==> config.mk <==
export PLATFORM = sky130hd
export DESIGN_NAME = ifu_fetch
export DESIGN_NICKNAME = d
export VERILOG_FILES = /design/src/rtl/ifu_fetch.sv
export SDC_FILE = /design/constraint.sdc
export NUM_CORES = 1
export LEC_CHECK = 0
export BUFFER_PORTS_ARGS = -buffer_cell sky130_fd_sc_hd__buf_2
export CORE_ASPECT_RATIO = 2
export CORE_MARGIN = 1
export CORE_UTILIZATION = 30
export CTS_BUF_LIST = sky130_fd_sc_hd__clkbuf_8
export DETAILED_ROUTE_END_ITERATION = 10
export HOLD_SLACK_MARGIN = 0.03
export PLACE_DENSITY_LB_ADDON = 0.2
export SLEW_MARGIN = 20
export SYNTH_ARGS = -nofsm -noshare
export SYNTH_HDL_FRONTEND = slang
export SYNTH_SLANG_ARGS = --single-unit
==> constraint.sdc <==
create_clock -name clk -period 5.85 [get_ports clk]
set_input_delay 0.8775 -clock clk [delete_from_list [all_inputs] [get_ports clk]]
set_output_delay 0.8775 -clock clk [all_outputs]
set_load 0.02 [all_outputs]
==> src/rtl/ifu_fetch.sv <==
// Instruction fetch unit: PC, req/gnt/rvalid fetch port, response FIFO and decode handshake.
// Optional build macro IFU_PERF_CNT_EN adds fetch_cnt_o / stall_cnt_o performance counters.
module ifu_fetch #(
  parameter logic [31:0] RESET_ADDR = 32'h0000_0000,
  parameter int          FIFO_DEPTH = 2
) (
  input  logic        clk,
  input  logic        rst_n,
  output logic        mem_req_o,
  output logic [31:0] mem_addr_o,
  input  logic        mem_gnt_i,
  input  logic        mem_rvalid_i,
  input  logic [31:0] mem_rdata_i,
  input  logic        jump_en_i,
  input  logic [31:0] jump_addr_i,
  output logic        inst_valid_o,
  input  logic        inst_ready_i,
  output logic [31:0] inst_o,
  output logic [31:0] inst_addr_o
`ifdef IFU_PERF_CNT_EN
  ,
  output logic [31:0] fetch_cnt_o,
  output logic [31:0] stall_cnt_o
`endif
);

  localparam int            CW      = $clog2(FIFO_DEPTH + 1);
  localparam int            AW      = $clog2(FIFO_DEPTH);
  localparam logic [CW-1:0] DEPTH_C = CW'(FIFO_DEPTH);
  localparam logic [CW-1:0] ONE     = CW'(1);
  localparam logic [31:0]   NOP     = 32'h0000_0013;

  typedef enum logic [1:0] {
    S_BOOT,
    S_RUN,
    S_DRAIN
  } state_t;

  state_t        state_q, state_d;
  logic [31:0]   pc_q, resp_pc_q, jump_target;
  logic [CW-1:0] out_cnt_q, drop_cnt_q, fifo_cnt_q;
  logic [CW-1:0] out_cnt_d, drop_cnt_d, fifo_cnt_d;
  logic [AW-1:0] rd_ptr_q, wr_ptr_q;
  logic [31:0]   fifo_inst [FIFO_DEPTH];
  logic [31:0]   fifo_addr [FIFO_DEPTH];
  logic          gnt, push, pop;

  assign jump_target = jump_addr_i & 32'hFFFF_FFFC;
  assign mem_addr_o  = pc_q;
  assign gnt         = mem_req_o & mem_gnt_i;
  // Responses owed to an abandoned stream are discarded until drop_cnt runs out.
  assign push        = mem_rvalid_i & ~jump_en_i & (drop_cnt_q == '0);
  assign pop         = inst_valid_o & inst_ready_i & ~jump_en_i;

  // A grant in the jump cycle belongs to the old stream; an rvalid in it is dropped.
  always_comb begin
    // NOTE: every combinational output gets a default first so no path infers a latch.
    drop_cnt_d = drop_cnt_q;
    out_cnt_d  = out_cnt_q + CW'(gnt) - CW'(push);
    fifo_cnt_d = fifo_cnt_q + CW'(push) - CW'(pop);
    if (jump_en_i) begin
      drop_cnt_d = drop_cnt_q + out_cnt_q + CW'(gnt) - CW'(mem_rvalid_i);
      out_cnt_d  = '0;
      fifo_cnt_d = '0;
    end else if (mem_rvalid_i && drop_cnt_q != '0) begin
      drop_cnt_d = drop_cnt_q - ONE;
    end
  end

  always_ff @(posedge clk or negedge rst_n) begin
    // NOTE: sequential state uses non-blocking assignments so all registers update together.
    if (!rst_n) state_q <= S_BOOT;
    else        state_q <= state_d;
  end

  always_comb begin
    state_d = state_q;
    unique case (state_q)
      S_BOOT:  state_d = S_RUN;
      S_RUN:   if (jump_en_i && drop_cnt_d != '0) state_d = S_DRAIN;
      S_DRAIN: if (drop_cnt_d == '0) state_d = S_RUN;
      default: state_d = S_BOOT;
    endcase
  end

  always_comb begin
    mem_req_o    = 1'b0;
    inst_valid_o = 1'b0;
    inst_o       = NOP;
    inst_addr_o  = 32'h0;
    if (state_q == S_RUN && (out_cnt_q + fifo_cnt_q) < DEPTH_C) mem_req_o = 1'b1;
    if (fifo_cnt_q != '0) begin
      inst_valid_o = 1'b1;
      inst_o       = fifo_inst[rd_ptr_q];
      inst_addr_o  = fifo_addr[rd_ptr_q];
    end
  end

  always_ff @(posedge clk or negedge rst_n) begin
    if (!rst_n) begin
      pc_q       <= RESET_ADDR;
      resp_pc_q  <= RESET_ADDR;
      out_cnt_q  <= '0;
      drop_cnt_q <= '0;
      fifo_cnt_q <= '0;
      rd_ptr_q   <= '0;
      wr_ptr_q   <= '0;
    end else begin
      out_cnt_q  <= out_cnt_d;
      drop_cnt_q <= drop_cnt_d;
      fifo_cnt_q <= fifo_cnt_d;
      if (jump_en_i) begin
        pc_q      <= jump_target;
        resp_pc_q <= jump_target;
        rd_ptr_q  <= '0;
        wr_ptr_q  <= '0;
      end else begin
        if (gnt) pc_q <= pc_q + 32'd4;
        if (push) begin
          resp_pc_q <= resp_pc_q + 32'd4;
          wr_ptr_q  <= wr_ptr_q + AW'(1);
        end
        if (pop) rd_ptr_q <= rd_ptr_q + AW'(1);
      end
    end
  end

  // NOTE: FIFO storage is deliberately not reset; fifo_cnt_q alone decides what is valid.
  always_ff @(posedge clk) begin
    if (push) begin
      fifo_inst[wr_ptr_q] <= mem_rdata_i;
      fifo_addr[wr_ptr_q] <= resp_pc_q;
    end
  end

`ifdef IFU_PERF_CNT_EN
  always_ff @(posedge clk or negedge rst_n) begin
    if (!rst_n) begin
      fetch_cnt_o <= 32'h0;
      stall_cnt_o <= 32'h0;
    end else begin
      if (inst_valid_o && inst_ready_i) fetch_cnt_o <= fetch_cnt_o + 32'd1;
      if (state_q == S_RUN && !inst_valid_o) stall_cnt_o <= stall_cnt_o + 32'd1;
    end
  end
`endif

  // Credit rule guarantees these never fire with a well-behaved memory.
  a_fifo_overflow: assert property (@(posedge clk) disable iff (!rst_n)
    push |-> (fifo_cnt_q != DEPTH_C || pop));
  a_out_overflow: assert property (@(posedge clk) disable iff (!rst_n)
    gnt |-> (out_cnt_q != DEPTH_C));
  a_stray_rvalid: assert property (@(posedge clk) disable iff (!rst_n)
    mem_rvalid_i |-> (out_cnt_q != '0 || drop_cnt_q != '0));

endmodule

==> results by stage <==
Detailed routing:
- The routed length per instance is about 17 um.
- The average via count per standard cell is ~4.8.
- The routed layout has between 5000 and 6000 vias.
- The aggregate routed wire length is 21300 um.
- The detailed router finished its first iteration with approximately 200 violations.
- The number of nets with antenna violations after detailed routing is 0.
- The pre-antenna-repair detailed-routing pass consisted of 6 iterations.
- For this run, design rule violations remaining after detail routing come to 0.

Setup path:
- The number of cells on the worst reg-to-reg path is 9.
- The signal on the critical path passes through nor2_4 > buf_4 > nor2_1 > buf_2.
- Data on the critical path arrives at its endpoint at between 2000 and 2500 ps.
- The slowest stage of the critical path belongs to the cell sky130_fd_sc_hd__nor2_4.
- The setup check on the worst reg-to-reg path leaves a slack of 3180 ps.
- The startpoint of the worst-slack reg-to-reg timing path is fifo_cnt_q[1]$_DFF_PN0_.
- The data required time of the worst path is slightly below 5000 ps.
- In this run the worst path has a maximum fanout of 39.
- The endpoint type of the worst setup path is an output pin.
- STA classifies the critical path startpoint as a flop.
- The type of the worst setup path is flop to output pin.
- The worst flop-to-flop path endpoint is fifo_cnt_q[1]$_DFF_PN0_.
- The maximum cell stage delay along the critical path is between 700 and 800 ps.

Synthesis:
- The area of the mapped netlist is between 9000 and 10000 um^2.
- The Yosys step of the flow raised 0 warnings.
- The library cell occupying the most area in the post-synthesis netlist is sky130_fd_sc_hd__edfxtp_1.
- The count of state elements after synthesis is between 150 and 200.
- After synthesis, the largest area contributor takes up 41.3% of total cell area.
- Synthesis instantiated 63 different standard cells from the library.
- The mean instance size in the synthesized netlist is between 10 and 15 um^2.
- After synthesis, flip-flops and latches occupy between 60 and 70% of the total area.
- The number of enable flip-flop cells after synthesis is approximately 120.
- Yosys attributes the largest share of cell area to sky130_fd_sc_hd__edfxtp_1 (41%), sky130_fd_sc_hd__dfrtp_1 (19%), sky130_fd_sc_hd__mux2i_1 (8.0%), sky130_fd_sc_hd__nor2_1 (3.6%), sky130_fd_sc_hd__xnor2_1 (2.9%).
- The async set or reset register ratio after synthesis is 36.1%.
- Synthesis produced ~720 cells.
- For this run, the leading register cell type out of synthesis is sky130_fd_sc_hd__edfxtp_1.

Floorplan:
- In this run the core area contains 89 standard-cell rows.
- Once the floorplan was initialized, standard cells occupied between 30 and 40% of the core.
- The die footprint is a little over 30000 um^2.
- In this run the count of I/O pins placed on the die edge is roughly 170.
- After floorplanning, the core was sized to cover between 20000 and 30000 um^2.
- The overall die height is 247 um.
- In this run the horizontal extent of the chip is around 120 um.

Power:
- The share of power burned in the clock network is between 20% and 30%.
- Total power for the finished layout comes to roughly 3.7 mW.
- Net switching is 33.4% of the power.
- The static leakage is roughly 4.1 nW.
- The total internal power is 2.45 mW.
- The sequential share of power is a little under half.
- In this run the power density over the cells is about 350 nW/um^2.
- The combinational power share is a little over a quarter.
- The worst vdd rail ir drop is between 0.0001 and 0.00015 V.
- The net switching power is 1.23 mW.

GRT:
- The number of antenna violations at the first check in global routing is 0.
- Global routing finished with a remaining overflow of 0.
- The via count of the first global-routing pass came to 5951.
- The first global-routing pass estimated ~33000 um of wire.
- In the global route stage, overall resource usage came out at ~14%.
- The largest net degree at the start of global routing is 71.

Clock tree:
- The root cell of the clock tree is sky130_fd_sc_hd__clkbuf_8.
- The number of H-tree levels is 4.
- The total clock sinks is approximately 190.
- After clock tree synthesis, the clock-pin slew on the worst setup and hold paths is 100 ps.
- The post-cts repair resize count is 0.
- At the later pin of the worst-skew pair, clock insertion delay measures just under 500 ps.
- After clock tree synthesis, the setup repair step added 0 buffers.
- Counting the buffers created by CTS gives 17.
- The number of hold buffers added after CTS was 0.
- The CTS tree is built.
- In this run the deepest clock path goes through 2 buffers.

STA:
- Setup violations remaining at the end of the flow were counted as 0.
- The setup TNS is 0 ps.
- The slew of the pin with the lowest slew margin is 974 ps.
- The count of final max-slew check failures is 0.
- For this run, the top clock speed supported by timing is between 200 and 300 MHz.
- The routed design could run at a clock period as short as between 3000 and 4000 ps.
- The share of the cycle needed by the critical path after routing is between 50% and 60%.
- On the final layout, the worst clock skew is 16.5 ps.
- Measured against its own limit, the worst slew margin works out to approximately a third.
- Setup repair after global routing left no endpoint under its margin.
- The final-report hold violation count is 0.

Run:
- Max-cap violations in this run came to 0.

Placement:
- Input and output buffers added on the ports amount to 161.
- The global placer's final weighted congestion is roughly 0.78.
- The post-DP HPWL is 14900 um.
- In this run, placement finished with an instance count of roughly 1200.

Status:
- The run finished with clean final reports.

Finish:
- Cells with a size suffix above 1 make up between 20% and 30% of the layout.
- The finished layout holds approximately 1200 standard cells, fillers aside.
- The layout overhead on the synthesized area is 17.8%.
- The final layout contains roughly 950 nets.

Min path:
- The worst hold path class is input port to async pin.
==> cells by family after synthesis <==
logic type | synth area share, %
DFF | 60.7
muxes | 9.73
other | 0.0415
and+or+nand+nor | 15.3
buffers and inverters | 2.97
xor gates and xnor gates | 5.10
AOI/OAI and AO/OA | 4.98
adders and majority gates | 1.25
==> layer usage <==
| layer | global-route usage [%] | vias to the layer above | part of all wire [%] |
|---|---|---|---|
| li1 | - | 2933 | - |
| met1 | 15.7 | 2921 | 40 |
| met2 | 26.4 | 109 | 56 |
| met3 | 3.01 | 19 | 2.8 |
| met4 | 5.28 | 0 | 1.8 |
| met5 | 0 | - | 0 |
==> cells in the mapped netlist, types with 3 or more instances <==
master	n
sky130_fd_sc_hd__edfxtp_1	124
sky130_fd_sc_hd__nor2_1	87
sky130_fd_sc_hd__mux2i_1	72
sky130_fd_sc_hd__dfrtp_1	70
sky130_fd_sc_hd__xnor2_1	30
sky130_fd_sc_hd__clkbuf_1	29
sky130_fd_sc_hd__nand2_1	28
sky130_fd_sc_hd__nor3_1	24
sky130_fd_sc_hd__inv_1	22
sky130_fd_sc_hd__nand3_1	19
sky130_fd_sc_hd__nand4_1	18
sky130_fd_sc_hd__nor4_1	16
sky130_fd_sc_hd__xor2_1	15
sky130_fd_sc_hd__mux2_2	14
sky130_fd_sc_hd__and4_1	12
sky130_fd_sc_hd__a21oi_1	11
sky130_fd_sc_hd__and3_1	11
sky130_fd_sc_hd__ha_1	9
sky130_fd_sc_hd__o311a_1	8
sky130_fd_sc_hd__nand2b_1	7
sky130_fd_sc_hd__a21boi_0	6
sky130_fd_sc_hd__buf_4	6
sky130_fd_sc_hd__nor2b_1	6
sky130_fd_sc_hd__and2_1	5
sky130_fd_sc_hd__a211oi_1	4
sky130_fd_sc_hd__buf_1	4
sky130_fd_sc_hd__nor3b_1	4
sky130_fd_sc_hd__o31a_1	4
sky130_fd_sc_hd__a221oi_1	3
sky130_fd_sc_hd__nand3b_1	3
sky130_fd_sc_hd__nor4_2	3
sky130_fd_sc_hd__o21ai_0	3
sky130_fd_sc_hd__o31ai_1	3
==> area by class of cell <==
cell class	instances	area, um^2
fill	2926	18900
sequential	194	5480
multi-input combinational	462	3310
timing repair buffer	170	877
tap	364	455
clock buffer	17	234
clock inverter	15	190
inverter	22	82.6
antenna	1	2.50
==> how the worst max path moves through the flow <==
stage / startpoint / to / cells after the start
floorplan: jump_en_i / fifo_addr[0][10]$_DFFE_PP_ / 5
global placement: jump_en_i / fifo_inst[1][9]$_DFFE_PP_ / 6
detailed placement: mem_rvalid_i / fifo_inst[1][9]$_DFFE_PP_ / 5
CTS: fifo_cnt_q[1]$_DFF_PN0_ / inst_addr_o[21] / 4
global route: fifo_cnt_q[1]$_DFF_PN0_ / inst_addr_o[23] / 4
finish: fifo_cnt_q[1]$_DFF_PN0_ / inst_addr_o[23] / 4
==> flip-flops by register name, summed over array words and instances (netlist names) <==
register,flops
fifo_inst,64
fifo_addr,60
mem_addr_o,30
resp_pc_q,30
drop_cnt_q,2
fifo_cnt_q,2
out_cnt_q,2
state_q,2
rd_ptr_q,1
wr_ptr_q,1
==> layout by cell type, fill, tap and decap left out, drive strengths merged, types with 2 or more instances in the layout <==
master    instances
mux2i            72
nor4b             2
a31oi             2
nand3            19
buf             170
clkbuf           17
and2              6
a211oi            4
o31a              4
nand2b            7
and4             12
xor2             16
nand3b            3
nor2b             6
nor2             88
nor3b             4
o21ai             3
bufinv            4
nor3             26
a41oi             2
and3             11
or3               2
xnor2            31
ha                9
o311a             8
edfxtp          124
a21boi            7
dfrtp            70
mux2             14
nand2            28
nand4            18
a21oi            11
nor4             21
conb              4
inv              30
clkinvlp          2
o31ai             3
a221oi            4
==> power by group through the flow <==
stage | combinational [mW] | clock [mW] | sequential (mW)
5_1_grt | 1.09 | 1.02 | 1.78
3_5_place_dp | 1.00 | 0 | 1.79
3_3_place_gp | 0.992 | 0 | 1.78
2_1_floorplan | 0.686 | 0 | 1.76
6_report | 0.979 | 0.941 | 1.75
4_1_cts | 1.01 | 0.985 | 1.76
==> through the flow <==
step                      worst slack [ps]  instance area, um^2  hold WS (ps)  utilization [%]
after global routing                  2260                10600           216             36.0
after detailed placement              2730                10200           503             34.5
after CTS                             2280                10600           193             36.0
final                                 2480                10600           246             36.0
after floorplan                       1200                 9040           463                -
after global placement                2730                10200           500             34.5
==> worst max-delay path: cells and delay by family (launching register included) <==
family | cells | cell delay [ps]
DFF | 1 | 470
buffers and inverters | 2 | 590
and+or+nand+nor | 2 | 920
Power figures use the tool's default switching activity.
